File: src/rtl/mem_interface_pkg.sv
// Shared load/store types for the memory interface: funct3 size codes, FSM states
// and the access-decoding helpers used when a request is accepted.
package mem_interface_pkg;

    typedef enum logic [2:0] {
        MEM_B  = 3'b000,
        MEM_H  = 3'b001,
        MEM_W  = 3'b010,
        MEM_BU = 3'b100,
        MEM_HU = 3'b101
    } mem_size_t;

    typedef enum logic [1:0] {
        IDLE,
        REQ,
        WAIT,
        DONE
    } memif_state_t;

    // Unsigned sizes exist only for loads; re and we together are never legal.
    function automatic logic access_legal(
        input logic       i_re,
        input logic       i_we,
        input logic [2:0] i_funct3,
        input logic [1:0] i_off
    );
        logic w_ok;
        w_ok = 1'b0;
        case (i_funct3)
            MEM_B:   w_ok = 1'b1;
            MEM_H:   w_ok = ~i_off[0];
            MEM_W:   w_ok = (i_off == 2'b00);
            MEM_BU:  w_ok = i_re;
            MEM_HU:  w_ok = i_re & ~i_off[0];
            default: w_ok = 1'b0;
        endcase
        return w_ok & (i_re ^ i_we);
    endfunction

    function automatic logic [3:0] store_strobe(
        input logic [2:0] i_funct3,
        input logic [1:0] i_off
    );
        logic [3:0] w_strb;
        case (i_funct3[1:0])
            2'b00:   w_strb = 4'b0001 << i_off;
            2'b01:   w_strb = 4'b0011 << i_off;
            default: w_strb = 4'b1111;
        endcase
        return w_strb;
    endfunction

    function automatic logic [31:0] store_data(
        input logic [2:0]  i_funct3,
        input logic [31:0] i_wdata
    );
        logic [31:0] w_data;
        case (i_funct3[1:0])
            2'b00:   w_data = {4{i_wdata[7:0]}};
            2'b01:   w_data = {2{i_wdata[15:0]}};
            default: w_data = i_wdata;
        endcase
        return w_data;
    endfunction

endpackage

File: src/rtl/mem_interface_if.sv
// Request/grant data-memory port between the load/store unit (master) and memory (slave).
interface mem_interface_if #(
    parameter int unsigned ADDR_W = 32
);
    logic              mem_req;
    logic              mem_we;
    logic [ADDR_W-1:0] mem_addr;
    logic [3:0]        mem_wstrb;
    logic [31:0]       mem_wdata;
    logic              mem_gnt;
    logic              mem_rvalid;
    logic [31:0]       mem_rdata;

    modport master (
        output mem_req, mem_we, mem_addr, mem_wstrb, mem_wdata,
        input  mem_gnt, mem_rvalid, mem_rdata
    );

    modport slave (
        input  mem_req, mem_we, mem_addr, mem_wstrb, mem_wdata,
        output mem_gnt, mem_rvalid, mem_rdata
    );
endinterface

File: src/rtl/mem_interface_load_align.sv
// Combinational load extraction: selects the byte/half lane of a read word and
// sign- or zero-extends it according to funct3.
module load_align
    import mem_interface_pkg::*;
(
    input  logic [31:0] i_mem_rdata,
    input  logic [1:0]  i_offset,
    input  logic [2:0]  i_funct3,
    output logic [31:0] o_data
);
    logic [7:0]  w_byte;
    logic [15:0] w_half;

    always_comb begin
        case (i_offset)
            2'd0:    w_byte = i_mem_rdata[7:0];
            2'd1:    w_byte = i_mem_rdata[15:8];
            2'd2:    w_byte = i_mem_rdata[23:16];
            default: w_byte = i_mem_rdata[31:24];
        endcase
        w_half = i_offset[1] ? i_mem_rdata[31:16] : i_mem_rdata[15:0];

        case (i_funct3)
            MEM_B:   o_data = {{24{w_byte[7]}}, w_byte};
            MEM_H:   o_data = {{16{w_half[15]}}, w_half};
            MEM_BU:  o_data = {24'h0, w_byte};
            MEM_HU:  o_data = {16'h0, w_half};
            default: o_data = i_mem_rdata;
        endcase
    end
endmodule

File: src/rtl/mem_interface.sv
// Load/store unit: turns one re/we strobe from control into a request/grant memory
// transaction and returns aligned, extended load data with a one-cycle done/err.
module mem_interface
    import mem_interface_pkg::*;
#(
    parameter int unsigned ADDR_W  = 32,
    parameter int unsigned TIMEOUT = 16
) (
    input  logic              clock,
    input  logic              resetn,
    input  logic              re,
    input  logic              we,
    input  logic [2:0]        funct3,
    input  logic [ADDR_W-1:0] addr,
    input  logic [31:0]       wdata,
    output logic [31:0]       rdata,
    output logic              done,
    output logic              err,
    output logic              busy,
    mem_interface_if.master   bus
);
    localparam int unsigned      CNT_W    = (TIMEOUT > 1) ? $clog2(TIMEOUT) : 1;
    localparam logic [CNT_W-1:0] CNT_LAST = CNT_W'((TIMEOUT > 0) ? TIMEOUT - 1 : 0);

    memif_state_t      r_state;
    logic [CNT_W-1:0]  r_cnt;
    logic [2:0]        r_funct3;
    logic [1:0]        r_offset;
    logic [31:0]       r_rdata;
    logic              r_done;
    logic              r_err;
    logic              r_busy;
    logic              r_mem_req;
    logic              r_mem_we;
    logic [ADDR_W-1:0] r_mem_addr;
    logic [3:0]        r_mem_wstrb;
    logic [31:0]       r_mem_wdata;

    logic [31:0]       w_load;
    logic              w_legal;
    logic              w_timeout;

    assign w_legal   = access_legal(re, we, funct3, addr[1:0]);
    assign w_timeout = (TIMEOUT != 0) && (r_cnt == CNT_LAST);

    load_align u_load_align (
        .i_mem_rdata (bus.mem_rdata),
        .i_offset    (r_offset),
        .i_funct3    (r_funct3),
        .o_data      (w_load)
    );

    always_ff @(posedge clock) begin
        if (!resetn) begin
            r_state     <= IDLE;
            r_cnt       <= '0;
            r_funct3    <= '0;
            r_offset    <= '0;
            r_rdata     <= '0;
            r_done      <= 1'b0;
            r_err       <= 1'b0;
            r_busy      <= 1'b0;
            r_mem_req   <= 1'b0;
            r_mem_we    <= 1'b0;
            r_mem_addr  <= '0;
            r_mem_wstrb <= '0;
            r_mem_wdata <= '0;
        end else begin
            r_done <= 1'b0;
            r_err  <= 1'b0;
            case (r_state)
                IDLE: begin
                    if (re || we) begin
                        r_busy <= 1'b1;
                        if (w_legal) begin
                            r_state     <= REQ;
                            r_cnt       <= '0;
                            r_funct3    <= funct3;
                            r_offset    <= addr[1:0];
                            r_mem_req   <= 1'b1;
                            r_mem_we    <= we;
                            r_mem_addr  <= {addr[ADDR_W-1:2], 2'b00};
                            r_mem_wstrb <= store_strobe(funct3, addr[1:0]);
                            r_mem_wdata <= we ? store_data(funct3, wdata) : '0;
                        end else begin
                            // Rejected accesses complete immediately and never touch the bus
                            r_state <= DONE;
                            r_done  <= 1'b1;
                            r_err   <= 1'b1;
                        end
                    end
                end
                REQ: begin
                    if (bus.mem_gnt) begin
                        r_mem_req <= 1'b0;
                        r_cnt     <= '0;
                        if (r_mem_we) begin
                            r_state <= DONE;
                            r_done  <= 1'b1;
                        end else begin
                            r_state <= WAIT;
                        end
                    end else if (w_timeout) begin
                        r_mem_req <= 1'b0;
                        r_state   <= DONE;
                        r_done    <= 1'b1;
                        r_err     <= 1'b1;
                    end else begin
                        r_cnt <= r_cnt + 1'b1;
                    end
                end
                WAIT: begin
                    // Progress wins over a timeout landing in the same cycle
                    if (bus.mem_rvalid) begin
                        r_rdata <= w_load;
                        r_state <= DONE;
                        r_done  <= 1'b1;
                    end else if (w_timeout) begin
                        r_state <= DONE;
                        r_done  <= 1'b1;
                        r_err   <= 1'b1;
                    end else begin
                        r_cnt <= r_cnt + 1'b1;
                    end
                end
                DONE: begin
                    r_state <= IDLE;
                    r_busy  <= 1'b0;
                end
                default: r_state <= IDLE;
            endcase
        end
    end

    assign rdata         = r_rdata;
    assign done          = r_done;
    assign err           = r_err;
    assign busy          = r_busy;
    assign bus.mem_req   = r_mem_req;
    assign bus.mem_we    = r_mem_we;
    assign bus.mem_addr  = r_mem_addr;
    assign bus.mem_wstrb = r_mem_wstrb;
    assign bus.mem_wdata = r_mem_wdata;
endmodule
File: src/flat_wrapper.sv
// flat-port wrapper written by rule: the top's interface ports become plain ports
module mem_interface_flat import mem_interface_pkg::*;
#(
    parameter int unsigned ADDR_W  = 32,
    parameter int unsigned TIMEOUT = 16
)
  (clock, resetn, re, we, funct3, addr, wdata, rdata, done, err, busy, bus_mem_req, bus_mem_we, bus_mem_addr, bus_mem_wstrb, bus_mem_wdata, bus_mem_gnt, bus_mem_rvalid, bus_mem_rdata);
  mem_interface_if #(.ADDR_W(ADDR_W)) bus_i ();
  input  logic clock;
  input  logic resetn;
  input  logic re;
  input  logic we;
  input  logic [2:0] funct3;
  input  logic [ADDR_W-1:0] addr;
  input  logic [31:0] wdata;
  output logic [31:0] rdata;
  output logic done;
  output logic err;
  output logic busy;
  output wire logic [$bits(bus_i.mem_req)-1:0] bus_mem_req;
  output wire logic [$bits(bus_i.mem_we)-1:0] bus_mem_we;
  output wire logic [$bits(bus_i.mem_addr)-1:0] bus_mem_addr;
  output wire logic [$bits(bus_i.mem_wstrb)-1:0] bus_mem_wstrb;
  output wire logic [$bits(bus_i.mem_wdata)-1:0] bus_mem_wdata;
  input wire logic [$bits(bus_i.mem_gnt)-1:0] bus_mem_gnt;
  input wire logic [$bits(bus_i.mem_rvalid)-1:0] bus_mem_rvalid;
  input wire logic [$bits(bus_i.mem_rdata)-1:0] bus_mem_rdata;
  assign bus_mem_req = bus_i.mem_req;
  assign bus_mem_we = bus_i.mem_we;
  assign bus_mem_addr = bus_i.mem_addr;
  assign bus_mem_wstrb = bus_i.mem_wstrb;
  assign bus_mem_wdata = bus_i.mem_wdata;
  assign bus_i.mem_gnt = bus_mem_gnt;
  assign bus_i.mem_rvalid = bus_mem_rvalid;
  assign bus_i.mem_rdata = bus_mem_rdata;
  mem_interface #(.ADDR_W(ADDR_W), .TIMEOUT(TIMEOUT)) u_core (.clock(clock), .resetn(resetn), .re(re), .we(we), .funct3(funct3), .addr(addr), .wdata(wdata), .rdata(rdata), .done(done), .err(err), .busy(busy), .bus(bus_i));
endmodule
File: config.mk
export PLATFORM = sky130hd
export DESIGN_NAME = mem_interface_flat
export DESIGN_NICKNAME = d
export VERILOG_FILES = /design/src/rtl/mem_interface_pkg.sv /design/src/rtl/mem_interface_if.sv /design/src/rtl/mem_interface_load_align.sv /design/src/rtl/mem_interface.sv /design/src/flat_wrapper.sv
export SDC_FILE = /design/constraint.sdc
export NUM_CORES = 1
export LEC_CHECK = 0
export ABC_AREA = 1
export BUFFER_PORTS_ARGS = -buffer_cell sky130_fd_sc_hd__buf_2
export CORE_MARGIN = 2
export CORE_UTILIZATION = 49
export DETAILED_ROUTE_END_ITERATION = 8
export PLACE_DENSITY = 0.8
export SYNTH_ARGS = -nofsm -noshare
export SYNTH_HDL_FRONTEND = slang
export SYNTH_SLANG_ARGS = --single-unit
File: constraint.sdc
create_clock -name clock -period 2.2 [get_ports clock]
set_input_delay 0.11 -clock clock [delete_from_list [all_inputs] [get_ports clock]]
set_output_delay 0.11 -clock clock [all_outputs]
set_load 0.01 [all_outputs]
==> flow_summary.toml <==
[die]
rows = 38
chipHeight_um = 109.9
initial_core_util = 0.5043
die_area_um2 = 12070
die_w_um = 109.9
core_um2 = 10890
ios = 210

[finish]
n_antenna_cell = 0
drive_gt1_frac = 0.2716
area_growth_pct = 44.80
nets = 1151

[route]
drc = 0
drtAntennaViolNets = 0
avgViaCountPerCell = 5.262
wl_per_cell_um = 15.04
num_vias = 6277
totalWireLength_um = 17950
drtIter0Drc = 479
firstDrtPassIters = 5

[global_routing]
grt.overflow.total = 0
grt_max_degree = 75
antenna_found_initial = 0
grt_pass1_wl_um = 27720
track_usage = 0.2946
first_global_vias = 5820

[logic_synthesis]
synth.area.top_cells = "dfxtp_1 42%, nand2_1 13%, a21oi_1 8.3%"
async_flop_share = 0
synth.ff_latch_count = 114
synth_flop_cell = "dfxtp_1"
synth_common_cells = "197 x nand2_1, 114 x dfxtp_1, 91 x a21oi_1, 76 x inv_1, 67 x o21ai_0"
avgSynthCellArea_um2 = 7.030
synth.most_common_cell = "nand2_1"
synth-seq-area-share = 0.4157
yosysWarnings = 0
synthCells = 781
synth.largest_area_cell = "dfxtp_1"
yosysTopAreaCellShare = 0.4157
synthDistinctLibCells = 33
synth_edf_count = 0
netlist_area_um2 = 5490

[setup_path]
cp.arrival_ns = 2.42
worstSetupStartpointType = "register"
endpoint_kind = "register"
cpMostUsedCell = "inv_1"
max_stage_delay_ns = 0.34
path_delay_family = "buffers and inverters"
path_max_fanout = 39
path_cells = "inv_1 > ha_1 > inv_1 > nor2_2 > nand4_1 > inv_4 > buf_12 > nand2_1 > a21oi_1"
slowest_stage = "dfxtp_1"
worstSetupPathType = "reg -> reg"
critPathBufInv = 4
worst_ep_required_time_ns = 2.63

[clock_network]
clock_sinks = 114
worstSkewPairLatency_ns = 0.52
root_buffer = "clkbuf_8"
numCtsBuffers = 17
h-tree-depth = 4
clk_pin_slew_ns = 0.06
cts_setup_buffers = 0
cts_tree = "done"
clock_path_buffers = 2

[sta]
finalCritPeriodShare = 0.9033
tns_ns = 0
finalHoldViolations = 0
maxSlewViolCount = 0
grt_setup_unrepaired = "false"
tightest_slew_ns = 0.8277
skew_ns = 0.008984
min_period_ns = 1.987
slew_headroom = 0.4482
clock.fmax_ghz = 0.5032
finalSetupViolCount = 0

[placement]
portBuffers = 207
place_congestion = 0.8958
place_hpwl_um = 11030

[power_and_ir_drop]
netSwitchingPower_mw = 1.942
clockPowerShare = 0.460
fin_total_pwr_mw = 6.810
sequentialPowerShare = 0.342
powerDensity_nw_per_um2 = 856.6
max-vdd-ir-drop_v = 0.0006338
comb_power_share = 0.198
switching_share = 0.2852
leakagePower_nw = 3.760
intPower_mw = 4.868

[run_status]
outcome = "complete, no violations"

[min_path]
hp-class = "in -> reg"

[run]
max-cap-violations = 0
==> registers in the layout, summed over array words and instances, names as in the netlist <==
register and count:
u_core.rdata 32, u_core.bus.mem_we 1, u_core.bus.mem_wstrb 4, u_core.busy 1, u_core.bus.mem_wdata 32, u_core.r_state 2, u_core.err 1, u_core.bus.mem_req 1
u_core.r_offset 2, u_core.bus.mem_addr 30, u_core.r_cnt 4, u_core.r_funct3 3, u_core.done 1
==> logic make-up (layout without fill, tap and decap cells) <==
| group | Yosys count | after routing | synth area share |
|---|---|---|---|
| AOI/OAI and AO/OA | 207 | 207 | 0.2206 |
| adders and majority gates | 6 | 6 | 0.01367 |
| buffers and inverters | 128 | 399 | 0.1046 |
| DFF | 114 | 114 | 0.4157 |
| other | 1 | 2 | 0.0006830 |
| and+or+nand+nor | 325 | 325 | 0.2448 |
==> metrics by stage <==
step / util / setup slack, ns / instance area (um2) / hold slack, ns / cells
detailed placement: 0.6037 / 0.2773 / 6573 / 0.3638 / 1090
floorplan: - / 0.4130 / 5494 / 0.2484 / 782
finish: 0.7302 / 0.2128 / 7950 / 0.001940 / 1193
global route: 0.7302 / 0.001850 / 7950 / 0.02439 / 1193
global placement: 0.6037 / 0.3635 / 6573 / 0.3596 / 1090
CTS: 0.7290 / 0.2462 / 7938 / 0.001089 / 1192
==> routing by layer <==
metal | vias to the layer above | share of wire | routed length, um | global-route usage
met1 | 2854 | 0.40 | 7114 | 0.3332
li1 | 3062 | - | - | -
met2 | 309 | 0.49 | 8741 | 0.5092
met3 | 52 | 0.085 | 1521 | 0.08477
met5 | - | 0 | 0 | 0
met4 | 0 | 0.032 | 571 | 0.1365
==> tightest hold or removal path, stage by stage <==
cell     delay [ns]
buf_2          0.09
nor2_1         0.04
o21ai_0        0.16
a21oi_1        0.07
==> power groups by stage <==
stage	combinational, mW	clock [mW]	sequential (mW)
floorplan	0.760	0	2.42
global placement	1.21	0	2.37
detailed placement	1.22	0	2.37
CTS	1.32	3.15	2.33
global route	1.50	3.25	2.35
finish	1.35	3.13	2.33
==> final timing paths <==
kind,from,end,slack (ns),cells past startpoint
setup / recovery,u_core.r_state[0],u_core.bus.mem_addr[6],0.21,9
hold / removal,bus_mem_rvalid,u_core.err,0.002,4
setup reg to reg,u_core.r_state[0],u_core.bus.mem_addr[6],0.21,9
hold reg to reg,u_core.bus.mem_addr[23],u_core.bus.mem_addr[23],0.46,2
==> layout by cell type, fill, tap and decap left out, types with 2 or more instances in the layout <==
master | synthesis | routed
nand3_1 | 44 | 44
ha_1 | 6 | 6
inv_6 | 0 | 6
nor2_2 | 3 | 3
nand2_2 | 3 | 3
nand4_1 | 7 | 7
o21ai_1 | 4 | 4
dfxtp_1 | 114 | 114
bufinv_16 | 0 | 6
buf_2 | 14 | 207
o21ai_0 | 67 | 67
o21ai_2 | 11 | 11
nand2_1 | 197 | 197
o21a_1 | 13 | 13
or2_2 | 4 | 4
dlygate4sd3_1 | 0 | 71
buf_4 | 12 | 7
buf_12 | 1 | 5
inv_1 | 76 | 75
a21oi_1 | 91 | 91
conb_1 | 1 | 2
clkinv_2 | 0 | 2
nor2_1 | 64 | 64
o221a_2 | 8 | 8
o211ai_1 | 8 | 8
clkbuf_16 | 0 | 16
==> final cells by class <==
class | instances | area [um2]
clock inverter | 15 | 250.2
timing repair buffer | 290 | 1899
inverter | 77 | 291.5
multi-input combinational | 540 | 2638
tap | 140 | 175.2
clock buffer | 17 | 414.1
fill | 839 | 2938
sequential | 114 | 2282
==> repair_timing <==
action / in CTS / in global routing
gates resized for setup: 0 / 1
endpoints found under the setup margin: 0 / 1
hold endpoints to repair: 72 / 1
hold buffers: 70 / 1
(Power assumes the default switching activity.)
